===== src/rtl/alu_pkg.sv =====
// Shared definitions for the EX-stage ALU and its issue slot: control codes,
// opcode/funct7 constants, issue FSM states and the decode result bundle.
package alu_pkg;

   localparam logic [2:0] ALU_AND  = 3'b000;
   localparam logic [2:0] ALU_XOR  = 3'b001;
   localparam logic [2:0] ALU_SLL  = 3'b010;
   localparam logic [2:0] ALU_ADD  = 3'b011;
   localparam logic [2:0] ALU_SUB  = 3'b100;
   localparam logic [2:0] ALU_MUL  = 3'b101;
   localparam logic [2:0] ALU_ADDI = 3'b110;
   localparam logic [2:0] ALU_SRAI = 3'b111;

   localparam logic [6:0] OP_RTYPE  = 7'b0110011;
   localparam logic [6:0] OP_ITYPE  = 7'b0010011;
   localparam logic [6:0] OP_LOAD   = 7'b0000011;
   localparam logic [6:0] OP_STORE  = 7'b0100011;
   localparam logic [6:0] OP_BRANCH = 7'b1100011;

   localparam logic [6:0] F7_BASE   = 7'b0000000;
   localparam logic [6:0] F7_ALT    = 7'b0100000;
   localparam logic [6:0] F7_MULDIV = 7'b0000001;

   typedef enum logic [1:0] {
      ST_EMPTY    = 2'b00,
      ST_FULL     = 2'b01,
      ST_MUL_WAIT = 2'b10
   } issue_state_t;

   typedef struct packed {
      logic [2:0] ctrl;
      logic       use_imm;
      logic       illegal;
   } decode_t;

   function automatic logic is_mul(input logic [2:0] ctrl);
      return (ctrl == ALU_MUL);
   endfunction

endpackage


===== src/rtl/alu_ctrl_decode.sv =====
// Combinational RV32 field decode into ALU control code, operand-2 select and
// an illegal flag. Unknown encodings fall back to ADD on rs2.
module alu_ctrl_decode
   import alu_pkg::*;
(
   input  logic [6:0] opcode,
   input  logic [2:0] funct3,
   input  logic [6:0] funct7,
   output decode_t    dec
);

   // Field decode; every path assigns all three result fields.
   always_comb begin
      dec.ctrl    = ALU_ADD;
      dec.use_imm = 1'b0;
      dec.illegal = 1'b0;
      case (opcode)
         OP_RTYPE: begin
            case ({funct7, funct3})
               {F7_BASE,   3'b111}: dec.ctrl = ALU_AND;
               {F7_BASE,   3'b100}: dec.ctrl = ALU_XOR;
               {F7_BASE,   3'b001}: dec.ctrl = ALU_SLL;
               {F7_BASE,   3'b000}: dec.ctrl = ALU_ADD;
               {F7_ALT,    3'b000}: dec.ctrl = ALU_SUB;
               {F7_MULDIV, 3'b000}: dec.ctrl = ALU_MUL;
               default:             dec.illegal = 1'b1;
            endcase
         end
         OP_ITYPE: begin
            if (funct3 == 3'b000) begin
               dec.ctrl    = ALU_ADDI;
               dec.use_imm = 1'b1;
            end else if (funct3 == 3'b101 && funct7 == F7_ALT) begin
               dec.ctrl    = ALU_SRAI;
               dec.use_imm = 1'b1;
            end else begin
               dec.illegal = 1'b1;
            end
         end
         OP_LOAD, OP_STORE: begin
            dec.ctrl    = ALU_ADD;
            dec.use_imm = 1'b1;
         end
         OP_BRANCH: begin
            dec.ctrl = ALU_SUB;
         end
         default: begin
            dec.illegal = 1'b1;
         end
      endcase
   end

endmodule


===== src/rtl/alu_issue.sv =====
// One-entry ID/EX issue slot in front of the ALU. Holds decoded control and
// operands, stretches MUL for MUL_LAT cycles, valid/ready on both sides.
module alu_issue
   import alu_pkg::*;
#(
   parameter int unsigned MUL_LAT = 2
) (
   input  logic        clk_i,
   input  logic        rst_i,
   input  logic        valid_i,
   output logic        ready_o,
   input  logic [31:0] instr_i,
   input  logic [31:0] rs1_data_i,
   input  logic [31:0] rs2_data_i,
   input  logic [31:0] imm_i,
   input  logic        flush_i,
   input  logic        ready_i,
   output logic        valid_o,
   output logic        done_o,
   output logic [2:0]  ALUCtrl_o,
   output logic [31:0] data1_o,
   output logic [31:0] data2_o,
   output logic        illegal_o
);

   localparam logic [3:0] MUL_LOAD = 4'(MUL_LAT - 1);
   localparam logic       MUL_MULTI = (MUL_LAT > 1);

   issue_state_t state_r, state_nxt_s;
   logic [3:0]   cnt_r, cnt_nxt_s;
   decode_t      dec_s;
   logic         accept_s;
   logic         valid_r, done_r;
   logic [2:0]   ctrl_r;
   logic [31:0]  data1_r, data2_r;
   logic         illegal_r;
   logic         unused_instr_s;

   assign unused_instr_s = ^{instr_i[24:15], instr_i[11:7]};

   alu_ctrl_decode u_decode (
      .opcode (instr_i[6:0]),
      .funct3 (instr_i[14:12]),
      .funct7 (instr_i[31:25]),
      .dec    (dec_s)
   );

   // Upstream handshake; flush kills any instruction offered in the same cycle.
   always_comb begin
      ready_o  = (state_r == ST_EMPTY) || ((state_r == ST_FULL) && ready_i);
      accept_s = valid_i && ready_o && !flush_i;
   end

   // Next-state and MUL counter logic.
   always_comb begin
      state_nxt_s = state_r;
      cnt_nxt_s   = cnt_r;
      if (flush_i) begin
         state_nxt_s = ST_EMPTY;
         cnt_nxt_s   = 4'd0;
      end else if (accept_s) begin
         if (is_mul(dec_s.ctrl) && MUL_MULTI) begin
            state_nxt_s = ST_MUL_WAIT;
            cnt_nxt_s   = MUL_LOAD;
         end else begin
            state_nxt_s = ST_FULL;
            cnt_nxt_s   = 4'd0;
         end
      end else begin
         case (state_r)
            ST_EMPTY: begin
               state_nxt_s = ST_EMPTY;
            end
            ST_FULL: begin
               if (ready_i) begin
                  state_nxt_s = ST_EMPTY;
               end else begin
                  state_nxt_s = ST_FULL;
               end
            end
            ST_MUL_WAIT: begin
               if (cnt_r <= 4'd1) begin
                  state_nxt_s = ST_FULL;
                  cnt_nxt_s   = 4'd0;
               end else begin
                  cnt_nxt_s   = cnt_r - 4'd1;
               end
            end
            default: begin
               state_nxt_s = ST_EMPTY;
               cnt_nxt_s   = 4'd0;
            end
         endcase
      end
   end

   // State, counter and registered status outputs.
   always_ff @(posedge clk_i or posedge rst_i) begin
      if (rst_i) begin
         state_r <= ST_EMPTY;
         cnt_r   <= 4'd0;
         valid_r <= 1'b0;
         done_r  <= 1'b0;
      end else begin
         state_r <= state_nxt_s;
         cnt_r   <= cnt_nxt_s;
         valid_r <= (state_nxt_s != ST_EMPTY);
         done_r  <= (state_nxt_s == ST_FULL);
      end
   end

   // Slot fields load only on accept and otherwise hold.
   always_ff @(posedge clk_i or posedge rst_i) begin
      if (rst_i) begin
         ctrl_r    <= ALU_AND;
         data1_r   <= 32'd0;
         data2_r   <= 32'd0;
         illegal_r <= 1'b0;
      end else if (accept_s) begin
         ctrl_r    <= dec_s.ctrl;
         data1_r   <= rs1_data_i;
         data2_r   <= dec_s.use_imm ? imm_i : rs2_data_i;
         illegal_r <= dec_s.illegal;
      end else begin
         ctrl_r    <= ctrl_r;
         data1_r   <= data1_r;
         data2_r   <= data2_r;
         illegal_r <= illegal_r;
      end
   end

   assign valid_o   = valid_r;
   assign done_o    = done_r;
   assign ALUCtrl_o = ctrl_r;
   assign data1_o   = data1_r;
   assign data2_o   = data2_r;
   assign illegal_o = illegal_r;

endmodule


===== config.mk =====
export PLATFORM = sky130hd
export DESIGN_NAME = alu_issue
export DESIGN_NICKNAME = d
export VERILOG_FILES = /design/src/rtl/alu_pkg.sv /design/src/rtl/alu_ctrl_decode.sv /design/src/rtl/alu_issue.sv
export SDC_FILE = /design/constraint.sdc
export NUM_CORES = 1
export LEC_CHECK = 0
export CORE_ASPECT_RATIO = 1.25
export CORE_UTILIZATION = 43
export CTS_BUF_LIST = sky130_fd_sc_hd__clkbuf_4 sky130_fd_sc_hd__clkbuf_8
export DETAILED_ROUTE_END_ITERATION = 8
export PLACE_DENSITY = 0.89
export SYNTH_ARGS = -nofsm -noshare
export SYNTH_HDL_FRONTEND = slang
export SYNTH_SLANG_ARGS = --single-unit
export TNS_END_PERCENT = 5

===== constraint.sdc =====
create_clock -name clk_i -period 5.02 [get_ports clk_i]
set_clock_uncertainty 0.2 [all_clocks]
set_input_delay 1.004 -clock clk_i [delete_from_list [all_inputs] [get_ports clk_i]]
set_output_delay 1.004 -clock clk_i [all_outputs]
set_load 0.05 [all_outputs]

Word-level counts from Yosys, hierarchy flattened. Cells that the tools add are included.

Input port bits: 133. Flip-flop bits (word level): 76.

Equal/unequal tests: 17. Muxes and demuxes: 21. Reductions and logical operators: 14. $add $sub $neg: 1. Order comparisons: 1.

Operators with widths (number): $mux 32 (1); $eq 7x6->1 const B (3); $eq 10x3->1 const B (2); $mux 4 (5); $pmux 3 s5 (1); $eq 10x1->1 const B (1); $eq 10x4->1 const B (1); $eq 10x9->1 const B (1); $logic_not 10->1 (1); $pmux 3 s3 (1); $mux 2 (4); $pmux 4 s2 (1); $eq 7x2->1 const B (1); $eq 7x5->1 const B (1); $eq 7x7->1 const B (1); $eq 3x3->1 const B (2); $reduce_or 6->1 (1); $mux 1 (5); $eq 2x1->1 const B (2); $le 4x1->1 const B (1); $logic_and 1x1->1 (4); $pmux 2 s2 (1); $reduce_or 2->1 (2); $sub 4x1->4 const B (1); other kinds (10) (10).

Depth between registers and ports, before layout. Gate-level depths: netlist (run 1).

Depth in word-level cells: 10. Gate-level depth with buffers: 9. Mapped depth without buffers: 7.

Cells and area by module. From an unflattened synthesis (run 1), not the netlist that was laid out.

Cell total of the unflattened synthesis: 399. Area, all modules: 3673.5 um^2.

By module, submodules not included: alu_issue (area each 3355.7 um^2, instances 1, sequential area each 1901.8 um^2, cells an instance 351); alu_ctrl_decode (area each 317.8 um^2, instances 1, sequential area each 0.0 um^2, cells an instance 48).

Worst setup path before layout (run 1). Ideal clock, no wire load.

Kind: input -> register. From: in ready_i. To: reg data2_r[0] (netlist: data2_o[0]). Path slack: 2.249 ns. Setup time: 0.066 ns. Path buffers: 2. Cell stages on the path: 7. Data arrival time: 2.505 ns. Cells stage by stage: a21o_1 > nand2_1 > nor3_1 > nor2b_1 > clkbuf_1 > buf_2 > a221o_1.

Word-level cells in the longest chain between the ends: 4.

RTL lines: start, declared (line alu_issue.sv:17) `input logic ready_i,`; $logic_and 1x1->1 (line alu_issue.sv:50) `ready_o = (state_r == ST_EMPTY) || ((state_r == ST_FULL) && ready_i);`; $logic_or 1x1->1 (line alu_issue.sv:50); $logic_and 1x1->1 (2 in a row) (line alu_issue.sv:51) `accept_s = valid_i && ready_o && !flush_i;`; end signal, assigned (line alu_issue.sv:122) `data2_r <= dec_s.use_imm ? imm_i : rs2_data_i;`; end signal, assigned (line alu_issue.sv:127) `data2_r <= data2_r;`; end, declared (line alu_issue.sv:35) `logic [31:0] data1_r, data2_r;`.

No other way between the ends. A chain may end at the register's enable or synchronous reset.

Final worst setup path (run 1).
From: in ready_i. To: out ready_o.

Word-level cells in the longest chain between the ends: 2.

RTL lines: $logic_and 1x1->1 (line alu_issue.sv:50); $logic_or 1x1->1 (line alu_issue.sv:50); end, declared (line alu_issue.sv:11) `output logic ready_o,`.

No other way between the ends.

==> results of run 1 <==
area by class of cell:
cell class                      count  area, sq um  share of cell area
Timing Repair Buffer              192         1910               0.334
Clock buffer                       10          138              0.0241
Clock inverter                      6         71.3              0.0125
Multi-Input combinational cell    265         1550               0.271
Sequential cell                    76         1900               0.332
Tap cell                           95          119              0.0208
Inverter                            8         31.3             0.00547
layout by cell type, fill, tap and decap left out, types with 2 or more instances in the layout:
cell,netlist,routed
o21a_1,2,2
nand3_1,5,5
a31oi_1,3,3
clkdlybuf4s50_1,0,188
dfrtp_1,76,76
nor3_1,7,7
and2_1,35,35
or2_2,2,2
ha_1,5,5
o21ai_0,10,10
nor2_1,11,11
a2111oi_0,2,2
xor2_1,2,2
nor2b_1,4,3
clkbuf_8,0,10
a21boi_0,2,2
nor4b_1,2,2
nand4_1,4,4
inv_6,0,2
a221o_1,32,32
clkinvlp_4,0,2
a21oi_1,5,5
nand2_1,110,109
nand2b_1,3,3
buf_4,0,4
o211ai_1,3,3
inv_1,8,7
critical path, delay by kind of cell:
kind / cells / cell delay (ns)
buffers and inverters: 2 / 1.31
AOI/OAI and AO/OA: 1 / 0.19
cell families (layout without fill, tap and decap cells):
logic type	count (synthesis)	after routing
fa+ha+maj	5	5
flops	76	76
compound gates	68	68
mux	1	1
simple gates	188	188
xor+xnor	3	3
buf+inv	31	216
power groups by stage:
stage	Clock (W)	Combinational [W]	Sequential, W
after floorplan	0	0.000150	0.00106
after global placement	0	0.000753	0.000752
after detailed placement	0	0.000771	0.000755
after CTS	0.000495	0.000773	0.000746
after global routing	0.000523	0.000806	0.000757
final	0.000485	0.000767	0.000746
stage by stage:
step           setup slack, ns  hold WS (ns)  power, W  instance area [sq um]  utilization
2_1_floorplan             1.88         0.243   0.00121                   3600            -
6_report                  1.30         0.277   0.00200                   5720        0.718
3_5_place_dp              1.30         0.262   0.00153                   5510        0.691
4_1_cts                   1.30         0.282   0.00201                   5720        0.718
5_1_grt                   1.26         0.302   0.00209                   5720        0.718
3_3_place_gp              1.32         0.257   0.00151                   5510        0.691
flip-flops by register name, summed over array words and instances (netlist names):
register / count
data1_o: 32
data2_o: 32
cnt_r: 4
ALUCtrl_o: 3
state_r: 2
done_o: 1
illegal_o: 1
valid_o: 1
path summary, 6_finish.rpt:
kind                       cells after the start     endpoint   startpoint
setup reg to reg                               8  data2_o[22]   state_r[1]
min in group asynchronous                      2  data2_o[20]        rst_i
setup / recovery                               3      ready_o      ready_i
max in group asynchronous                      3  data1_o[13]        rst_i
hold / removal                                 2  data1_o[18]  data1_o[18]
hold reg to reg                                2  data1_o[18]  data1_o[18]
metal layers:
metal  GRT usage  share of wire  vias to the layer above
li1            -              -                     1649
met1       0.268           0.38                     1623
met2       0.458           0.53                      165
met3      0.0603          0.071                       18
met4      0.0961          0.021                        0
met5           0              0                        -
==> run metrics, run 1 <==
Sw Ratio=0.376; distinct cell type count after synthesis=42; max incr delay on CP=0.82 ns; CP cell instances=clkdlybuf4s50_1 -> a21o_1 -> clkdlybuf4s50_1; Post-Layout Cell Count=652; Final Hold Fails=0; grt ovf=0; outcome=finished with violations; clk root buf=clkbuf_8; hpwl dp=7700 microns; Netlist Area Pre-Place=0.00360 sq mm; failing checks=DRC; Max Slew Vio Count=0; Min Clock Period, post-route=3.72 ns; fmax=0.269 GHz; internal power=0.00125 W; clk sinks=76; Routed Antenna Nets=0; CP arrival=2.51 ns; Max-Cap Viols=0; Synth Area in Compound Gates=0.157; largest family of logic cells by synthesized area=simple AND/OR/NAND/NOR gates; syn avg cell area=9.67 sq um; Num CTS Buffers=9; wire per inst=15.8 microns; RSZ-0062 raised after global routing=no; largest net degree at the start of global routing=47; Clock Latency Late Sink=0.34 ns; dominant cell by count in the synthesized netlist=nand2_1; type of element capturing the critical path=output pin; final WL=10300 microns; main area contributors after synthesis=dfrtp_1 (53%), nand2_1 (11%), a221o_1 (8.9%); vias post-DR=3455; IO Port Bufs=188; period utilisation layout=0.740; row count=36; power per cell area=349 mW/mm^2; Starting Density=0.451; Yosys top cell by area=dfrtp_1; CP startpoint kind=primary input; share of cells above drive strength 1=0.0521; Worst path most repeated cell=clkdlybuf4s50_1; 1st-iter DRT viols=206; CTS tree=done; Cells after Synth=372; GP Congestion=0.835; share of total power in the clock network=0.243; Setup TNS=0 ns; dpl cells=636; post-CTS resize count=0; Die H=104 microns; die width=83.8 microns; Post-CTS Setup Bufs=0; Post-Syn Nets=510; worst reg-to-reg setup slack=2.38 ns; Synth Area in Adders=0.0174; Synth top cells by count=nand2_1 (110), dfrtp_1 (76), and2_1 (35); WS Path Type=in2out; Remaining DRCs=24; clock-pin slew on the worst setup and hold paths=0.08 ns; Seq pwr share=0.373; FF+latch count, synth=76; Post-Synth XOR/XNOR Area=0.00730; worst-margin pin slew=0.779 ns; critical path peak fanout=4; Synth Area in Simple Gates=0.244; Top Ports=204; post-synthesis mux area share=0.00278; Total Routing Usage GR=0.248; Gate power share=0.384; die footprint=0.00874 sq mm; leakage power=2.50 nW; CP required=3.82 ns; setup violators final=0; TritonRoute pass-1 iters=8; n_diodes=0; CTS H-Tree Depth=3; area grow syn2layout=59.0%; Core Region=0.00797 sq mm; first-pass GRT wire length=17300 microns; fillers=567; Worst Hold Class=reg2reg; top_reg_cell synth=dfrtp_1; synth warn=0; antenna violations before repair=0; Worst slew margin=0.480; Synth top area share=0.529; clock buffer depth=2; ys async rst share=1.00; EDFF count, synth=0; final net count=690; Via density=5.30; CTS Hold Bufs=0; net switching power=0.000752 W; vias in the first global route=3705; Seq/Total Area, Yosys=0.529; VDD IR max=0.196 mV; slowest library cell on the worst path=clkdlybuf4s50_1
(Power assumes the default switching activity.)
==> inputs of run 2 (changes only) <==
--- a/config.mk
+++ b/config.mk
@@ -6,10 +6,10 @@
 export NUM_CORES = 1
 export LEC_CHECK = 0
 export CORE_ASPECT_RATIO = 1.25
-export CORE_UTILIZATION = 43
+export CORE_UTILIZATION = 36
 export CTS_BUF_LIST = sky130_fd_sc_hd__clkbuf_4 sky130_fd_sc_hd__clkbuf_8
 export DETAILED_ROUTE_END_ITERATION = 8
-export PLACE_DENSITY = 0.89
+export PLACE_DENSITY = 0.79
 export SYNTH_ARGS = -nofsm -noshare
 export SYNTH_HDL_FRONTEND = slang
 export SYNTH_SLANG_ARGS = --single-unit
==> constraint.sdc (replaced) <==
create_clock -name clk_i -period 3.1 [get_ports clk_i]
set_clock_uncertainty 0.2 [all_clocks]
set_input_delay 0.62 -clock clk_i [delete_from_list [all_inputs] [get_ports clk_i]]
set_output_delay 0.62 -clock clk_i [all_outputs]
set_load 0.05 [all_outputs]
==> run 2 against run 1 <==
Effect of this change: the flow now finishes without violations; critical path type is now in2reg; non-clock buffer count up 5; sequential cell count unchanged; combinational power up 62%; wire length down 2.2%; critical path depth up 2; register-to-register slack worse by 1.6 ns; sequential share of layout area down 0.32 points; worst hold slack worse by 0.0034 ns; first-iteration DRC count down 30%; sequential power up 62%; via count down 0.96%; clock power up 45%.
==> run metrics, run 2 (synthesis gave the netlist of run 1 again) <==
clk sinks=76 (unchanged); internal power=0.00200 W (+61%); Setup TNS=0 ns (unchanged); most frequent cells in the layout=clkdlybuf4s50_1 (187), nand2_1 (109), dfrtp_1 (76); net switching power=0.00115 W (+53%); worst hold margin=0.274 ns (-0.00340 ns); outcome=complete, no violations; CP startpoint kind=primary input; VDD IR max=0.317 mV (+62%); final net count=695 (+0.72%); most common cell after layout, fill and taps aside=clkdlybuf4s50_1; dpl cells=672 (+5.7%); final WL=10100 microns (-2.2%); setup violators final=0 (unchanged); die width=91.4 microns (+9.1%); Total Routing Usage GR=0.205 (-0.0430); clock buffer depth=2 (unchanged); WHS Endpoint=data1_o[9]; Hold Crit Start=data1_o[9]; Pwr Total=0.00316 W (+58%); Max-Cap Viols=0 (unchanged); Worst slew margin=0.621 (+0.141); Min-Delay Path Depth=2 (unchanged); CTS H-Tree Depth=3 (unchanged); Final Hold Fails=0 (unchanged); fmax=0.404 GHz; Worst Hold Class=reg2reg; R2R depth=8 (unchanged); Starting Density=0.373 (-0.0788); critical path peak fanout=32 (+28); RSZ-0062 raised after global routing=no; Seq pwr share=0.383 (+0.010); Critical R2R Capture=data2_o[4]; row count=40 (+11%); largest net degree at the start of global routing=46 (-2.1%); grt ovf=0 (unchanged); type of element capturing the critical path=register; GP Congestion=0.835 (about the same); first-pass GRT wire length=16600 microns (-4.0%); post-CTS resize count=0 (unchanged); post-place setup slack=0.260 ns (-1.04 ns); clk root buf=clkbuf_8; WS Path Type=in2reg; Post-Layout Cell Count=685 (+5.1%); Clock Latency Late Sink=0.33 ns (about the same); area grow syn2layout=60.5%; Remaining DRCs=0 (-100%); CTS tree=done; CTS Hold Bufs=0 (unchanged); power per cell area=546 mW/mm^2 (+56%); Core Region=0.00966 sq mm (+21%); worst r2r src=state_r[1]; antenna violations before repair=0 (unchanged); clock-pin slew on the worst setup and hold paths=0.07 ns (about the same); Die H=114 microns (+9.1%); Post-CTS Setup Bufs=0 (unchanged); Routed Antenna Nets=0 (unchanged); n_diodes=0 (unchanged); 1st-iter DRT viols=144 (-30%); leakage power=2.52 nW (+0.93%); CP arrival=2.49 ns (-0.02 ns); vias post-DR=3422 (-0.96%); Num CTS Buffers=9 (unchanged); CP required=3.11 ns (-0.71 ns); share of cells above drive strength 1=0.0572 (+0.00518); Max Slew Vio Count=0 (unchanged); Sw Ratio=0.366 (-0.0106); worst-margin pin slew=0.567 ns (-0.212 ns); die footprint=0.0104 sq mm (+19%); wire per inst=14.7 microns (-6.9%); share of total power in the clock network=0.224 (-0.019); Min Clock Period, post-route=2.48 ns; TritonRoute pass-1 iters=4 (-4); period utilisation layout=0.798; Top Ports=204 (unchanged); IO Port Bufs=188 (unchanged); fin worst setup slack=0.625 ns (-0.679 ns); vias in the first global route=3530 (-4.7%); worst reg-to-reg setup slack=0.81 ns (-1.57 ns); hpwl dp=7520 microns (-2.4%); Gate power share=0.394 (+0.010); Via density=5.00 (-5.7%)
==> run 2: cell count changes in the layout (fill, tap and decap cells not counted) <==
cell             previous run  this run
clkdlybuf4s50_1           188       187
inv_6                       2         0
clkinvlp_4                  2         0
clkinv_4                    1         0
buf_4                       4         9
buf_12                      0         1
clkinv_2                    1         3
==> run 2: layout make-up <==
cell class	count	area [sq um]
fill	827	3880
timing repair buffer	197	1960
sequential	76	1900
multi-input combinational	265	1550
tap	126	158
clock buffer	10	138
clock inverter	3	40.0
inverter	8	31.3
==> run 2: worst max path at each step <==
stage | start | slack (ns) | to | depth (start not counted)
after floorplan | rst_i | 0.34 | ALUCtrl_o[0] | 1
after global placement | instr_i[13] | 0.34 | data2_o[2] | 6
after detailed placement | instr_i[13] | 0.26 | data2_o[4] | 6
after CTS | instr_i[13] | 0.63 | data2_o[4] | 6
after global routing | instr_i[13] | 0.56 | state_r[1] | 6
final | instr_i[30] | 0.62 | data2_o[4] | 5
==> run 2: worst max-delay path, cell delays in order <==
cell             delay [ns]
clkdlybuf4s50_1        0.64
nor3b_2                0.26
a31oi_1                0.16
o31a_4                 0.44
a221o_1                0.36
==> run 2: through the flow <==
stage / instance area (sq um) / util
CTS: 5780 / 0.598
global route: 5780 / 0.598
floorplan: 3600 / -
finish: 5780 / 0.598
global placement: 5600 / 0.580
detailed placement: 5600 / 0.580
==> run 2: power groups by stage <==
stage          Clock [W]  Sequential, W  Combinational, W
2_1_floorplan          0        0.00172          0.000242
3_3_place_gp           0        0.00122           0.00123
3_5_place_dp           0        0.00122           0.00125
4_1_cts         0.000735        0.00121           0.00125
5_1_grt         0.000781        0.00122           0.00131
6_report        0.000705        0.00121           0.00124
==> run 2: metal layers <==
layer / vias to the layer above / wire length [microns] / track usage
li1: 1649 / - / -
met1: 1603 / 3740 / 0.213
met2: 148 / 5290 / 0.369
met3: 22 / 728 / 0.0633
met4: 0 / 308 / 0.105
met5: - / 0 / 0
==> edit 1: new RTL, config.mk and constraints of run 2 <==
Make the reset (`rst_i`) synchronous in 2 clocked blocks.
--- a/src/rtl/alu_issue.sv
+++ b/src/rtl/alu_issue.sv
@@ -95,7 +95,7 @@
    end
 
    // State, counter and registered status outputs.
-   always_ff @(posedge clk_i or posedge rst_i) begin
+   always_ff @(posedge clk_i) begin
       if (rst_i) begin
          state_r <= ST_EMPTY;
          cnt_r   <= 4'd0;
@@ -110,7 +110,7 @@
    end
 
    // Slot fields load only on accept and otherwise hold.
-   always_ff @(posedge clk_i or posedge rst_i) begin
+   always_ff @(posedge clk_i) begin
       if (rst_i) begin
          ctrl_r    <= ALU_AND;
          data1_r   <= 32'd0;
Check against the original RTL: differs if rst_i is asserted again (counterexample within 4 cycles, from zero or initial values and one cycle with rst_i high); with rst_i held inactive, the same outputs for 10 cycles.
==> edit 1 against run 2 <==
- sequential power decreased by 12%
- setup slack got worse by 130 ps
- area after synthesis increased by 1.5%
- fmax decreased by 5.1%
- sequential cell count unchanged
- first-iteration DRC count increased by 65%
- wire length increased by 1.2%
- cell area increased by 0.39%
- total power decreased by 23%
- critical path depth increased by 2
- critical endpoint is now done_o
- largest cell class unchanged
==> edit 1: results (changes against run 2) <==
| Metric | Value |
|---|---|
| Arrival time worst endpoint | `2630 ps (+140 ps)` |
| HPWL after DPL | `7.52 mm (about the same)` |
| Via-to-Cell Ratio | `5.04 (+0.93%)` |
| # fillers | `858 (+3.7%)` |
| Cells after synthesis | `431 (+16%)` |
| Cell variety after synth | `49 (+17%)` |
| Pre-CTS WS | `134 ps (-125 ps)` |
| VDD IR max | `0.000221 V (-30%)` |
| Cell leakage power | `2.02 nW (-20%)` |
| Largest net degree at the start of global routing | `59 (+28%)` |
| Commonest cells post-synth | `105 x nand2_1, 76 x dfxtp_1, 46 x nor2_1, 37 x a21oi_1` |
| Share of cells above drive strength 1 | `15.4% (+9.7 points)` |
| Gpl congestion | `0.863 (+3.4%)` |
| Placed Cells | `721 (+7.3%)` |
| FF+latch area | `1520 sq um (-20%)` |
| Total wire length | `10.2 mm (+1.2%)` |
| Setup slack after layout | `491 ps (-134 ps)` |
| Number of DRC markers in iteration 0 | `238 (+65%)` |
| Outcome | `complete, no violations` |
| Total Routing Usage GR | `19.7% (-0.74 points)` |
| Post-synth net total | `569 (+12%)` |
| Post-synthesis sequential area ratio | `41.7% (-11 points)` |
| Crit Path Max Fanout | `4 (-88%)` |
| DR vias | `3716 (+8.6%)` |
| Clock insertion delay at the later pin of the skew report | `350 ps (+20 ps)` |
| Placed Area | `5620 sq um (+0.34%)` |
| Synth Flop Type | `dfxtp_1` |
| Ys async rst share | `0% (-100 points)` |
| 1st-pass router iterations | `6 (+2)` |
[edit 1: changes by cell type in the layout (fill, tap and decap cells not counted), sizes merged, moves of 5 or more]
cell,run 2,this run
nand2,110,135
a311oi,0,33
dfxtp,0,76
a221o,32,0
nor4,1,6
a21oi,5,37
nor2,11,48
and2,35,1
dfrtp,76,0
[edit 1: cell type report]
type | count | share of cell area, %
well taps | 126 | 2.72
clock inverters | 7 | 0.992
flip-flops and latches | 76 | 26.2
repair buffers | 195 | 33.9
clock buffers | 9 | 2.14
multi-input cells | 317 | 33.6
inverters | 7 | 0.453
[edit 1: final timing paths]
| check | from | end | slack (ps) | depth (start not counted) |
|---|---|---|---|---|
| worst min-delay path | data1_o[24] | data1_o[24] | 260 | 2 |
| worst max-delay path | instr_i[27] | done_o | 490 | 7 |
| worst max register to register | state_r[1] | data2_o[29] | 880 | 7 |
| worst min register to register | data1_o[24] | data1_o[24] | 260 | 2 |
[edit 1: power breakdown]
group          internal (W)  leakage, nW  switching, W  total, W
Clock              0.000303       0.0886      0.000403  0.000706
Combinational      0.000288         1.31      0.000365  0.000654
Sequential          0.00103        0.623     0.0000267   0.00106
[edit 1: through the flow]
step,total power [W],hold WS [ps]
6_report,0.00242,256
4_1_cts,0.00245,260
3_3_place_gp,0.00172,241
2_1_floorplan,0.00144,315
5_1_grt,0.00254,280
3_5_place_dp,0.00174,248
[edit 1: per-layer routing]
metal	track usage, %	vias up	wire (um)
met3	6.64	21	884
li1	-	1836	-
met2	35.6	174	5230
met5	0	-	0
met1	20.7	1685	3820
met4	8.75	0	257
[edit 1: kinds of logic (layout without fill, tap and decap cells)]
family,Yosys count,in the layout,share of synthesized area [%]
AOI/OAI and AO/OA,98,98,24.7
xor gates and xnor gates,2,2,0.480
adders and majority gates,5,5,1.71
buffers and inverters,38,218,5.10
DFF,76,76,41.7
and+or+nand+nor,212,212,26.4
[edit 1: worst max-delay path: stages]
cell,delay (ps)
clkdlybuf4s50_1,400
or4_4,540
nor2_4,160
a31oi_4,140
o22a_1,270
a211oi_2,380
nor3_1,110
==> edit 2: new RTL, settings of run 2 <==
Made on the original files. Re-encode `issue_state_t` (3 states) as one-hot, 3 bits wide.
--- a/src/rtl/alu_pkg.sv
+++ b/src/rtl/alu_pkg.sv
@@ -21,10 +21,10 @@
    localparam logic [6:0] F7_ALT    = 7'b0100000;
    localparam logic [6:0] F7_MULDIV = 7'b0000001;
 
-   typedef enum logic [1:0] {
-      ST_EMPTY    = 2'b00,
-      ST_FULL     = 2'b01,
-      ST_MUL_WAIT = 2'b10
+   typedef enum logic [2:0] {
+      ST_EMPTY    = 3'b001,
+      ST_FULL     = 3'b010,
+      ST_MUL_WAIT = 3'b100
    } issue_state_t;
 
    typedef struct packed {
Function: no difference found for any inputs over 10 cycles, from zero or initial values and one cycle with rst_i high; not proved beyond that.
==> edit 2 against run 2 <==
- via count shrank 6.0%
- sequential cell count grew 1
- cell area grew 2.7%
- first-iteration DRC count shrank 10%
- wire length shrank 4.1%
- synthesized cell count shrank 11%
- area after synthesis grew 2.1%
- setup slack lost 110 ps
- total power grew 15%
- highest routed layer unchanged
==> edit 2: results (changes against run 2) <==
| Metric | Value |
|---|---|
| Area fraction in compound gates after synthesis | `11.8% (-3.9 points)` |
| Register-to-Register Path Depth | `5 (-3)` |
| Final hold slack | `312 ps (+38.2 ps)` |
| Cell leakage power | `2.58 nW (+2.1%)` |
| HPWL after DPL | `7.46 mm (-0.71%)` |
| RR Endpoint | `data1_o[9]` |
| Total Routing Usage GR | `18.7% (-1.8 points)` |
| Gpl congestion | `0.826 (-1.1%)` |
| Post-synth net total | `465 (-8.8%)` |
| VDD IR max | `0.000405 V (+28%)` |
| DR vias | `3216 (-6.0%)` |
| Outcome | `complete, no violations` |
| Synth Area in XOR/XNOR | `0.715% (-0.015 points)` |
| Share of cells above drive strength 1 | `12.8% (+7.1 points)` |
| Met2 Track Usage GR | `34.1% (-2.8 points)` |
| GR Util met3 | `5.29% (-1.0 points)` |
| Setup slack after layout | `512 ps (-113 ps)` |
| Commonest cells post-synth | `76 x dfrtp_1, 43 x nor2_1, 41 x a21oi_1, 32 x mux2_2, 32 x mux2i_1` |
| Family with the most delay on the worst path | `buffers and inverters` |
| Largest net degree at the start of global routing | `49 (+6.5%)` |
| Endpoint, Worst Hold | `data1_o[27]` |
| Placed Cells | `634 (-5.7%)` |
| WL met2 | `5.10 mm (-3.5%)` |
| Post-Layout Cell Count | `649 (-5.3%)` |
| Number of DRC markers in iteration 0 | `129 (-10%)` |
| Worst setup path end | `data2_o[13]` |
| Synth Area in Adders | `0.681% (-1.1 points)` |
| Post-synthesis sequential area ratio | `52.5% (-0.38 points)` |
-- edit 2: final cells by class --
cell class | instances | area, sq um
Clock inverter | 5 | 61.3
Fill cell | 806 | 3820
Clock buffer | 10 | 131
Tap cell | 126 | 158
Multi-Input combinational cell | 228 | 1620
Timing Repair Buffer | 197 | 2010
Inverter | 6 | 23.8
Sequential cell | 77 | 1930
-- edit 2: cell families after synthesis --
kind of cell             Yosys count
flip-flops                        77
XOR/XNOR                           3
multiplexers                      64
AND/OR/NAND/NOR                   87
adder cells (fa/ha/maj)            2
AO/OA/AOI/OAI                     72
buffers and inverters             25
-- edit 2: worst reg2reg max path: cells and delay by family (launching register included) --
kind / cells / cell delay (ps)
compound gates: 1 / 120
buf+inv: 1 / 310
flops: 1 / 570
mux: 1 / 400
simple gates: 2 / 710
-- edit 2: power breakdown --
group | internal, W | switching [W]
clock network | 0.000381 | 0.000364
registers | 0.00120 | 0.0000996
logic | 0.000611 | 0.000972
